$ cat config.mk
export PLATFORM = sky130hd
export DESIGN_NAME = adc_frame_packer_flat
export DESIGN_NICKNAME = d
export VERILOG_FILES = /design/src/rtl/adc_frame_packer_if.sv /design/src/rtl/adc_frame_packer.sv /design/src/flat_wrapper.sv
export SDC_FILE = /design/constraint.sdc
export NUM_CORES = 1
export LEC_CHECK = 0
export CORE_AREA = 8 8 120 122
export DETAILED_ROUTE_END_ITERATION = 10
export DIE_AREA = 0 0 128 130
export HOLD_SLACK_MARGIN = 0.06
export PLACE_DENSITY_LB_ADDON = 0.08
export SLEW_MARGIN = 0
export SYNTH_ARGS = -nofsm -noshare
export SYNTH_HDL_FRONTEND = slang
export SYNTH_SLANG_ARGS = --single-unit
$ cat constraint.sdc
create_clock -name i_clk -period 6.6 [get_ports i_clk]
set_clock_uncertainty 0.05 [all_clocks]
set_input_delay 1.32 -clock i_clk [delete_from_list [all_inputs] [get_ports i_clk]]
set_output_delay 1.32 -clock i_clk [all_outputs]
set_load 0.005 [all_outputs]
$ cat src/rtl/adc_frame_packer_if.sv
// -----------------------------------------------------------------------------
// adc_frame_packer_if
//   Byte-stream handshake between the frame packer and its consumer
//   (FT245 sync TX path).
//   o_data  : byte presented by the packer
//   o_valid : o_data valid
//   i_ready : consumer takes the byte when o_valid && i_ready at posedge
//   master  : packer side, slave : consumer side
// -----------------------------------------------------------------------------
`timescale 1ns/1ps
interface adc_frame_packer_if;
    logic [7:0] o_data;
    logic       o_valid;
    logic       i_ready;

    modport master (output o_data, output o_valid, input  i_ready);
    modport slave  (input  o_data, input  o_valid, output i_ready);
endinterface

$ cat src/rtl/adc_frame_packer.sv
// -----------------------------------------------------------------------------
// adc_frame_packer
//   Packs 4-channel 14-bit ADC sample sets into 10-byte frames:
//     HDR_BYTE, seq, then per channel c: {c[1:0], s[13:8]}, s[7:0]
//   One set can wait in a pending register while another is serialized from
//   the active register, so frames run back-to-back at one byte per cycle.
//   Ports:
//     i_clk, i_rst        : clock, asynchronous active-high reset
//     i_enable            : capture enable (never aborts a frame in flight)
//     i_sample_valid      : one-cycle strobe for i_sample0..3
//     i_sample0..3        : 14-bit channel samples
//     tx (master)         : o_data / o_valid / i_ready byte stream
//     o_overrun_cnt       : saturating count of dropped sets
//     o_busy              : frame in progress or set pending
// -----------------------------------------------------------------------------
`timescale 1ns/1ps
module adc_frame_packer #(
    parameter logic [7:0] HDR_BYTE = 8'hA5
) (
    input  logic                   i_clk,
    input  logic                   i_rst,
    input  logic                   i_enable,
    input  logic                   i_sample_valid,
    input  logic [13:0]            i_sample0,
    input  logic [13:0]            i_sample1,
    input  logic [13:0]            i_sample2,
    input  logic [13:0]            i_sample3,
    output logic [7:0]             o_overrun_cnt,
    output logic                   o_busy,
    adc_frame_packer_if.master     tx
);

    typedef enum logic [1:0] {IDLE, HDR, SEQ, DATA} state_t;

    state_t           state_q;
    logic [2:0]       idx_q;
    logic [7:0]       seq_q;
    logic [7:0]       data_q;
    logic             valid_q;
    logic             pend_vld_q, pend_vld_d;
    logic [7:0]       ovr_q, ovr_d;
    logic [3:0][13:0] pend_q;
    logic [3:0][13:0] act_q;

    logic accept, last_acc, xfer, cap_req, capture, drop;

    // Data byte idx (0..7) of the active set: even = channel tag + high bits.
    function automatic logic [7:0] data_byte(input logic [3:0][13:0] s,
                                             input logic [2:0] idx);
        logic [13:0] w;
        w = s[idx[1+:2]];
        return idx[0] ? w[7:0] : {idx[1+:2], w[13:8]};
    endfunction

    always_comb begin
        accept   = valid_q && tx.i_ready;
        last_acc = accept && (state_q == DATA) && (idx_q == 3'd7);
        xfer     = pend_vld_q && ((state_q == IDLE) || last_acc);
        cap_req  = i_sample_valid && i_enable;
        // A full pending slot can still take a new set if it empties this cycle.
        capture  = cap_req && (!pend_vld_q || xfer);
        drop     = cap_req && !capture;

        pend_vld_d = pend_vld_q;
        if (capture)   pend_vld_d = 1'b1;
        else if (xfer) pend_vld_d = 1'b0;

        ovr_d = ovr_q;
        if (drop && (ovr_q != 8'hFF)) ovr_d = ovr_q + 8'd1;
    end

    always_ff @(posedge i_clk or posedge i_rst) begin
        if (i_rst) begin
            pend_vld_q <= 1'b0;
            ovr_q      <= 8'h00;
        end else begin
            pend_vld_q <= pend_vld_d;
            ovr_q      <= ovr_d;
        end
    end

    // Sample storage carries no reset; the flags above qualify it.
    always_ff @(posedge i_clk) begin
        if (capture) pend_q <= {i_sample3, i_sample2, i_sample1, i_sample0};
        if (xfer)    act_q  <= pend_q;
    end

    // Serializer FSM. o_data/o_valid are registered and only move on accept,
    // which keeps them stable across stalls.
    always_ff @(posedge i_clk or posedge i_rst) begin
        if (i_rst) begin
            state_q <= IDLE;
            idx_q   <= 3'd0;
            seq_q   <= 8'h00;
            data_q  <= 8'h00;
            valid_q <= 1'b0;
        end else begin
            case (state_q)
                IDLE: begin
                    if (xfer) begin
                        state_q <= HDR;
                        data_q  <= HDR_BYTE;
                        valid_q <= 1'b1;
                    end
                end
                HDR: begin
                    if (accept) begin
                        state_q <= SEQ;
                        data_q  <= seq_q;
                    end
                end
                SEQ: begin
                    if (accept) begin
                        state_q <= DATA;
                        idx_q   <= 3'd0;
                        data_q  <= data_byte(act_q, 3'd0);
                    end
                end
                DATA: begin
                    if (accept) begin
                        if (idx_q == 3'd7) begin
                            seq_q <= seq_q + 8'd1;
                            idx_q <= 3'd0;
                            if (pend_vld_q) begin
                                // Pending moves to active this same edge.
                                state_q <= HDR;
                                data_q  <= HDR_BYTE;
                            end else begin
                                state_q <= IDLE;
                                data_q  <= 8'h00;
                                valid_q <= 1'b0;
                            end
                        end else begin
                            idx_q  <= idx_q + 3'd1;
                            data_q <= data_byte(act_q, idx_q + 3'd1);
                        end
                    end
                end
                default: begin
                    state_q <= IDLE;
                    valid_q <= 1'b0;
                end
            endcase
        end
    end

    assign tx.o_data     = data_q;
    assign tx.o_valid    = valid_q;
    assign o_overrun_cnt = ovr_q;
    assign o_busy        = (state_q != IDLE) || pend_vld_q;

endmodule

$ cat src/flat_wrapper.sv
// flat-port wrapper written by rule: the top's interface ports become plain ports
module adc_frame_packer_flat 
#(
    parameter logic [7:0] HDR_BYTE = 8'hA5
)
  (i_clk, i_rst, i_enable, i_sample_valid, i_sample0, i_sample1, i_sample2, i_sample3, o_overrun_cnt, o_busy, tx_o_data, tx_o_valid, tx_i_ready);
  adc_frame_packer_if tx_i ();
  input  logic i_clk;
  input  logic i_rst;
  input  logic i_enable;
  input  logic i_sample_valid;
  input  logic [13:0] i_sample0;
  input  logic [13:0] i_sample1;
  input  logic [13:0] i_sample2;
  input  logic [13:0] i_sample3;
  output logic [7:0] o_overrun_cnt;
  output logic o_busy;
  output wire logic [$bits(tx_i.o_data)-1:0] tx_o_data;
  output wire logic [$bits(tx_i.o_valid)-1:0] tx_o_valid;
  input wire logic [$bits(tx_i.i_ready)-1:0] tx_i_ready;
  assign tx_o_data = tx_i.o_data;
  assign tx_o_valid = tx_i.o_valid;
  assign tx_i.i_ready = tx_i_ready;
  adc_frame_packer #(.HDR_BYTE(HDR_BYTE)) u_core (.i_clk(i_clk), .i_rst(i_rst), .i_enable(i_enable), .i_sample_valid(i_sample_valid), .i_sample0(i_sample0), .i_sample1(i_sample1), .i_sample2(i_sample2), .i_sample3(i_sample3), .o_overrun_cnt(o_overrun_cnt), .o_busy(o_busy), .tx(tx_i));
endmodule
# ---- Word level (Yosys, flattened, before mapping)
# Cells that the tools add are included.
# Widths: inputs -> output; s select.
dict set report totals {
  latch_bits 0
  mem_bits_rw 0
  rom_bits 0
  n_memories 0
  elab_cells 81
  reg_bits 143
}
dict set report op_classes {
  n_mul 0
  reduce_logical 23
  eq_ne 11
  order_cmp 1
  mux 28
  n_bitwise 0
  n_shift 0
  add_sub_neg 3
  n_div 0
}
# op count
set ops {}
lappend ops {{$mux 8} 7}
lappend ops {{$pmux 8 s4} 1}
lappend ops {{$bmux 14 s2} 1}
lappend ops {{$add 8x1->8 const B} 2}
lappend ops {{$mux 14} 1}
lappend ops {{$mux 2} 5}
lappend ops {{$reduce_and 5->1} 2}
lappend ops {{$mux 3} 3}
lappend ops {{$logic_and 1x1->1} 8}
lappend ops {{$ne 2x1->1 const B} 4}
lappend ops {{$ne 8x8->1 const B} 1}
lappend ops {{$pmux 2 s4} 1}
lappend ops {{$reduce_bool 2->1} 4}
lappend ops {{$mux 1} 7}
lappend ops {{$pmux 3 s2} 1}
lappend ops {{$reduce_and 3->1} 2}
lappend ops {{$eq 2x2->1 const B} 2}
lappend ops {{$ne 2x2->1 const B} 2}
lappend ops {{$reduce_and 4->1} 1}
lappend ops {{$add 3x1->3 const B} 1}
lappend ops {{$eq 3x3->1 const B} 1}
lappend ops {{$logic_or 1x1->1} 3}
lappend ops {{$lt 2x3->1 const B} 1}
lappend ops {{$eq 2x1->1 const B} 1}
lappend ops {{other kinds (3)} 4}

# ---- Logic depth before layout (Yosys ltp)
dict set report depth {
  word_depth 10
  mapped_depth 9
  mapped_depth_nobuf 6
}

# ---- Worst setup path after synthesis
# No wires, ideal clock.
dict set report synth_timing {
  kind {in2reg}
  startpoint {input tx_i_ready}
  endpoint {register u_core.pend_q[0] (netlist name) (enable)}
  stages 2
  path_buffers 0
  path_slack_ns 1.627
  t_required_ns 6.047
  arrival_time_ns 4.420
  cell_sequence {nand4_1 -> a31oi_1}
}
dict set report synth_between {
  elab_chain_len 7
}
# element line_no
set synth_rtl {}
lappend synth_rtl {{from (decl)} flat_wrapper.sv:20} ;# input wire logic [$bits(tx_i.i_ready)-1:0] tx_i_ready;
lappend synth_rtl {{$logic_and 1x1->1} adc_frame_packer.sv:56} ;# accept = valid_q && tx.i_ready;
lappend synth_rtl {{$logic_and 1x1->1 (2 in series)} adc_frame_packer.sv:57} ;# last_acc = accept && (state_q == DATA) && (idx_q == 3'd7);
lappend synth_rtl {{$logic_or 1x1->1} adc_frame_packer.sv:58} ;# xfer = pend_vld_q && ((state_q == IDLE) || last_acc);
lappend synth_rtl {{$logic_and 1x1->1} adc_frame_packer.sv:58}
lappend synth_rtl {{$logic_or 1x1->1} adc_frame_packer.sv:61} ;# capture = cap_req && (!pend_vld_q || xfer);
lappend synth_rtl {{$logic_and 1x1->1} adc_frame_packer.sv:61}
lappend synth_rtl {{via u_core.capture} adc_frame_packer.sv:45} ;# logic accept, last_acc, xfer, cap_req, capture, drop;
lappend synth_rtl {{to (signal assigned)} adc_frame_packer.sv:84} ;# if (capture) pend_q <= {i_sample3, i_sample2, i_sample1, i_sample0};
lappend synth_rtl {{to (decl)} adc_frame_packer.sv:42} ;# logic [3:0][13:0] pend_q;
# The timed path passes the listed nets, and every way through them passes these cells.
# A chain may end at the register's enable or synchronous reset.

# ---- Worst setup path after layout
dict set report layout_timing {
  startpoint {register u_core.state_q[0]}
  endpoint {output o_busy}
}
dict set report layout_between {
  elab_chain_len 2
}
# element line_no
set layout_rtl {}
lappend layout_rtl {{from (decl)} adc_frame_packer.sv:35} ;# state_t state_q;
lappend layout_rtl {{from (signal assigned)} adc_frame_packer.sv:92} ;# state_q <= IDLE;
lappend layout_rtl {{from (signal assigned)} adc_frame_packer.sv:101} ;# state_q <= HDR;
lappend layout_rtl {{from (signal assigned)} adc_frame_packer.sv:108} ;# state_q <= SEQ;
lappend layout_rtl {{$reduce_bool 2->1} adc_frame_packer.sv:150} ;# assign o_busy = (state_q != IDLE) || pend_vld_q;
lappend layout_rtl {{$logic_or 1x1->1} adc_frame_packer.sv:150}
lappend layout_rtl {{to (decl)} flat_wrapper.sv:17} ;# output logic o_busy;
# Every way passes these cells.

==> parameters.txt <==
Parameter                              Value

Place
  Final weighted congestion in routability-driven placement    0.834
  Sum of net half-perimeters after detailed placement    6680 um
  Count of input and output buffers    78
  Worst slack at placement    3.02 ns
  Post-Place Cell Area    between 6000 and 7000 sq um

Critical path
  Largest fanout of any net on the critical path    6
  Setup crit start    u_core.state_q[0]
  Critical path endpoint category    primary output
  Length in cells of the worst reg-to-reg path    5
  Worst setup path category    reg2out
  Worst EP required    5.23 ns
  Capture point of the worst path    o_busy
  Reg-to-Reg Start    u_core.idx_q[0]
  Nature of the critical path startpoint    flop
  Setup slack on the worst flop-to-flop path    ~3.4 ns
  Worst path arrival time    approximately 1.9 ns
  Endpoint of the worst-slack reg-to-reg timing path    u_core.pend_q[54]

STA
  Final count of hold timing violations    0
  Max Clock Freq    0.308 GHz
  Final max-slew violation count    0
  Worst-case headroom to the max-slew limit    52.4%
  Hold Worst Slack    approximately 0.36 ns
  Least setup slack across all paths after layout    approximately 3.4 ns
  Number of failing setup endpoints in the final timing report    0
  Period utilization    49.2%
  Final Critical Period    3.24 ns
  Worst Tran Pin Value    0.713 ns
  Setup repair after global routing missed its margin    no
  Final-layout setup total negative slack    0 ns

Yosys
  Area fraction of the dominant cell type after synthesis    61.5%
  Post-synth net total    384
  Synth async-reset ratio    21.7%
  Mean Syn Cell Area    17.4 sq um
  Post-synthesis register bit count    approximately 140
  Warnings from Yosys    0
  Largest area contributor in the synthesized netlist    sky130_fd_sc_hd__edfxtp_1
  Most area-consuming cells after synthesis    sky130_fd_sc_hd__edfxtp_1, sky130_fd_sc_hd__dfrtp_1, sky130_fd_sc_hd__mux4_2
  Summed instance area of the synthesized netlist    5470 sq um
  Post-synth cell types    43
  Number of enable-type register cells in the synthesized netlist    112
  Primary FF master, synth    sky130_fd_sc_hd__edfxtp_1
  Post-Synthesis Cells    314
  Post-synthesis sequential area ratio    75.6%

Die
  Floorplan die width    128 um
  Number of cell rows    41
  Die area    16600 sq um
  Die height    around 130 um
  Count of boundary I/O pins    79
  Initial standard-cell utilization of the core    44.1%
  Area of the placeable core    12400 sq um

Routing
  Detailed-route wire length per cell    16.7 um
  Number of DRC violations after detailed routing    0
  Detail-routed via count per cell    4.99
  Antenna-violating nets left    0
  Router iterations before antenna repair    4
  Drt initial violations    216
  Count of vias placed by the detailed router    just under 3000
  Final wirelength    about 10000 um

Global route
  Antenna violations before repair    0
  Via count of the first global-routing pass    between 3000 and 4000
  Overflow after GRT    0
  First-pass GRT wire length    15900 um
  Maximum number of pins on one net before global-route repair    between 50 and 60
  All-layer global routing usage    12.8%

Clock tree
  Hold bufs inserted after CTS    0
  Number of cells upsized or downsized after cts    0
  Number of buffers added for setup after CTS    0
  H-tree levels    4
  TritonCTS Buffers    17
  Source-to-sink clock delay at the later pin of the worst-skew pair    0.41 ns
  Clk Tree Root Cell    sky130_fd_sc_hd__clkbuf_16
  TritonCTS clock tree    done
  Maximum count of clock buffers along a single path    2
  Clk slew on worst S/H paths    about 0.060 ns
  Clock Sink Count    143

Layout
  Ant. Diodes    0
  Area growth from synthesis to layout    28.3%
  Number of nets in the layout    471
  Commonest cells after routing, fill and taps aside    sky130_fd_sc_hd__edfxtp_1, sky130_fd_sc_hd__clkdlybuf4s50_1, sky130_fd_sc_hd__dfrtp_1
  Finished layout cell area    7020 sq um
  Share of post-route cells with drive strength above 1    around an eighth
  Most common cell after layout, fill and taps aside    sky130_fd_sc_hd__edfxtp_1

Power
  PwrDens    293 nW/um^2
  Static Leakage    ~0.0025 uW
  IR drop worst, VDD    0.196 mV

Worst hold path
  Worst hold path class    reg2reg

Run status
  Result of the run    finished clean

Run
  Number of violations of the max-capacitance limit    0
worst min-delay path by stage:
| stage | startpoint | endpoint | slack (ns) | cells after the start |
|---|---|---|---|---|
| 2_1_floorplan | u_core.pend_q[0] | u_core.act_q[0] | 0.35 | 0 |
| 3_3_place_gp | u_core.pend_q[55] | u_core.act_q[55] | 0.35 | 0 |
| 3_5_place_dp | u_core.pend_q[12] | u_core.act_q[12] | 0.35 | 0 |
| 4_1_cts | u_core.pend_q[55] | u_core.act_q[55] | 0.37 | 0 |
| 5_1_grt | u_core.pend_q[12] | u_core.act_q[12] | 0.37 | 0 |
| 6_report | u_core.pend_q[55] | u_core.act_q[55] | 0.36 | 0 |
stage by stage:
| stage | util, % | instances | total power [uW] |
|---|---|---|---|
| 4_1_cts | 56.6 | 584 | 2080 |
| 6_report | 56.6 | 584 | 2060 |
| 5_1_grt | 56.6 | 584 | 2140 |
| 3_5_place_dp | 51.9 | 554 | 1150 |
| 2_1_floorplan | - | 314 | 1070 |
| 3_3_place_gp | 51.9 | 554 | 1150 |
cells by family (layout without fill, tap and decap cells):
group / count (synthesis) / after routing / synth area share (%)
DFF: 143 / 143 / 75.6
and+or+nand+nor: 53 / 53 / 5.03
AOI/OAI and AO/OA: 48 / 48 / 6.63
muxes: 26 / 26 / 6.49
buffers and inverters: 21 / 119 / 1.90
xor gates and xnor gates: 14 / 14 / 2.24
adders and majority gates: 9 / 9 / 2.06
state kept, by name, indices dropped and copies added, names as in the netlist:
name                  cells
u_core.idx_q              3
u_core.tx.o_data          8
u_core.tx.o_valid         1
u_core.pend_vld_q         1
u_core.act_q             56
u_core.seq_q              8
u_core.o_overrun_cnt      8
u_core.pend_q            56
u_core.state_q            2
worst max-delay path, stage by stage (launching register included):
cell and delay [ns]:
sky130_fd_sc_hd__dfrtp_1 0.44, sky130_fd_sc_hd__inv_1 0.11, sky130_fd_sc_hd__ha_1 0.27, sky130_fd_sc_hd__nand2b_1 0.13, sky130_fd_sc_hd__clkdlybuf4s50_1 0.52
Yosys cell counts (3+ instances only):
cell type	instances
sky130_fd_sc_hd__edfxtp_1	112
sky130_fd_sc_hd__dfrtp_1	31
sky130_fd_sc_hd__mux2i_1	13
sky130_fd_sc_hd__nand2_1	13
sky130_fd_sc_hd__nor2_1	11
sky130_fd_sc_hd__ha_1	9
sky130_fd_sc_hd__a31oi_1	8
sky130_fd_sc_hd__clkbuf_1	8
sky130_fd_sc_hd__xor2_1	8
sky130_fd_sc_hd__inv_1	7
sky130_fd_sc_hd__mux4_2	7
sky130_fd_sc_hd__nand3_1	7
sky130_fd_sc_hd__a21oi_1	6
sky130_fd_sc_hd__a22oi_1	6
sky130_fd_sc_hd__mux2_2	6
sky130_fd_sc_hd__o31ai_1	6
sky130_fd_sc_hd__xnor2_1	6
sky130_fd_sc_hd__o21ai_0	5
sky130_fd_sc_hd__a221oi_1	4
sky130_fd_sc_hd__a22o_1	4
sky130_fd_sc_hd__nand4_1	4
sky130_fd_sc_hd__nor3_1	4
sky130_fd_sc_hd__buf_6	3
per-layer routing:
metal / wire [um] / track usage (%) / part of all wire [%] / vias up
met2: 4610 / 18.8 / 47 / 69
met5: 0 / 0 / 0 / -
met4: 237 / 7.27 / 2.4 / 0
met3: 472 / 4.65 / 4.8 / 19
li1: - / - / - / 1400
met1: 4440 / 16.1 / 46 / 1425
report_power, final:
| group | total, uW | leakage, uW | internal (uW) | switching, uW |
|---|---|---|---|---|
| sequential | 1010 | 0.00142 | 986 | 25.1 |
| clock | 928 | 0.000280 | 588 | 340 |
| combinational | 122 | 0.000760 | 80.6 | 40.9 |
| total | 2060 | 0.00246 | 1650 | 406 |
area by class of cell:
type	instances	area, sq um
clock buffers	19	433
clock inverters	11	143
fillers	1044	5390
inverters	7	26.3
multi-input cells	150	1250
flip-flops and latches	143	4140
well taps	172	215
repair buffers	82	811
Power figures use the tool's default switching activity.
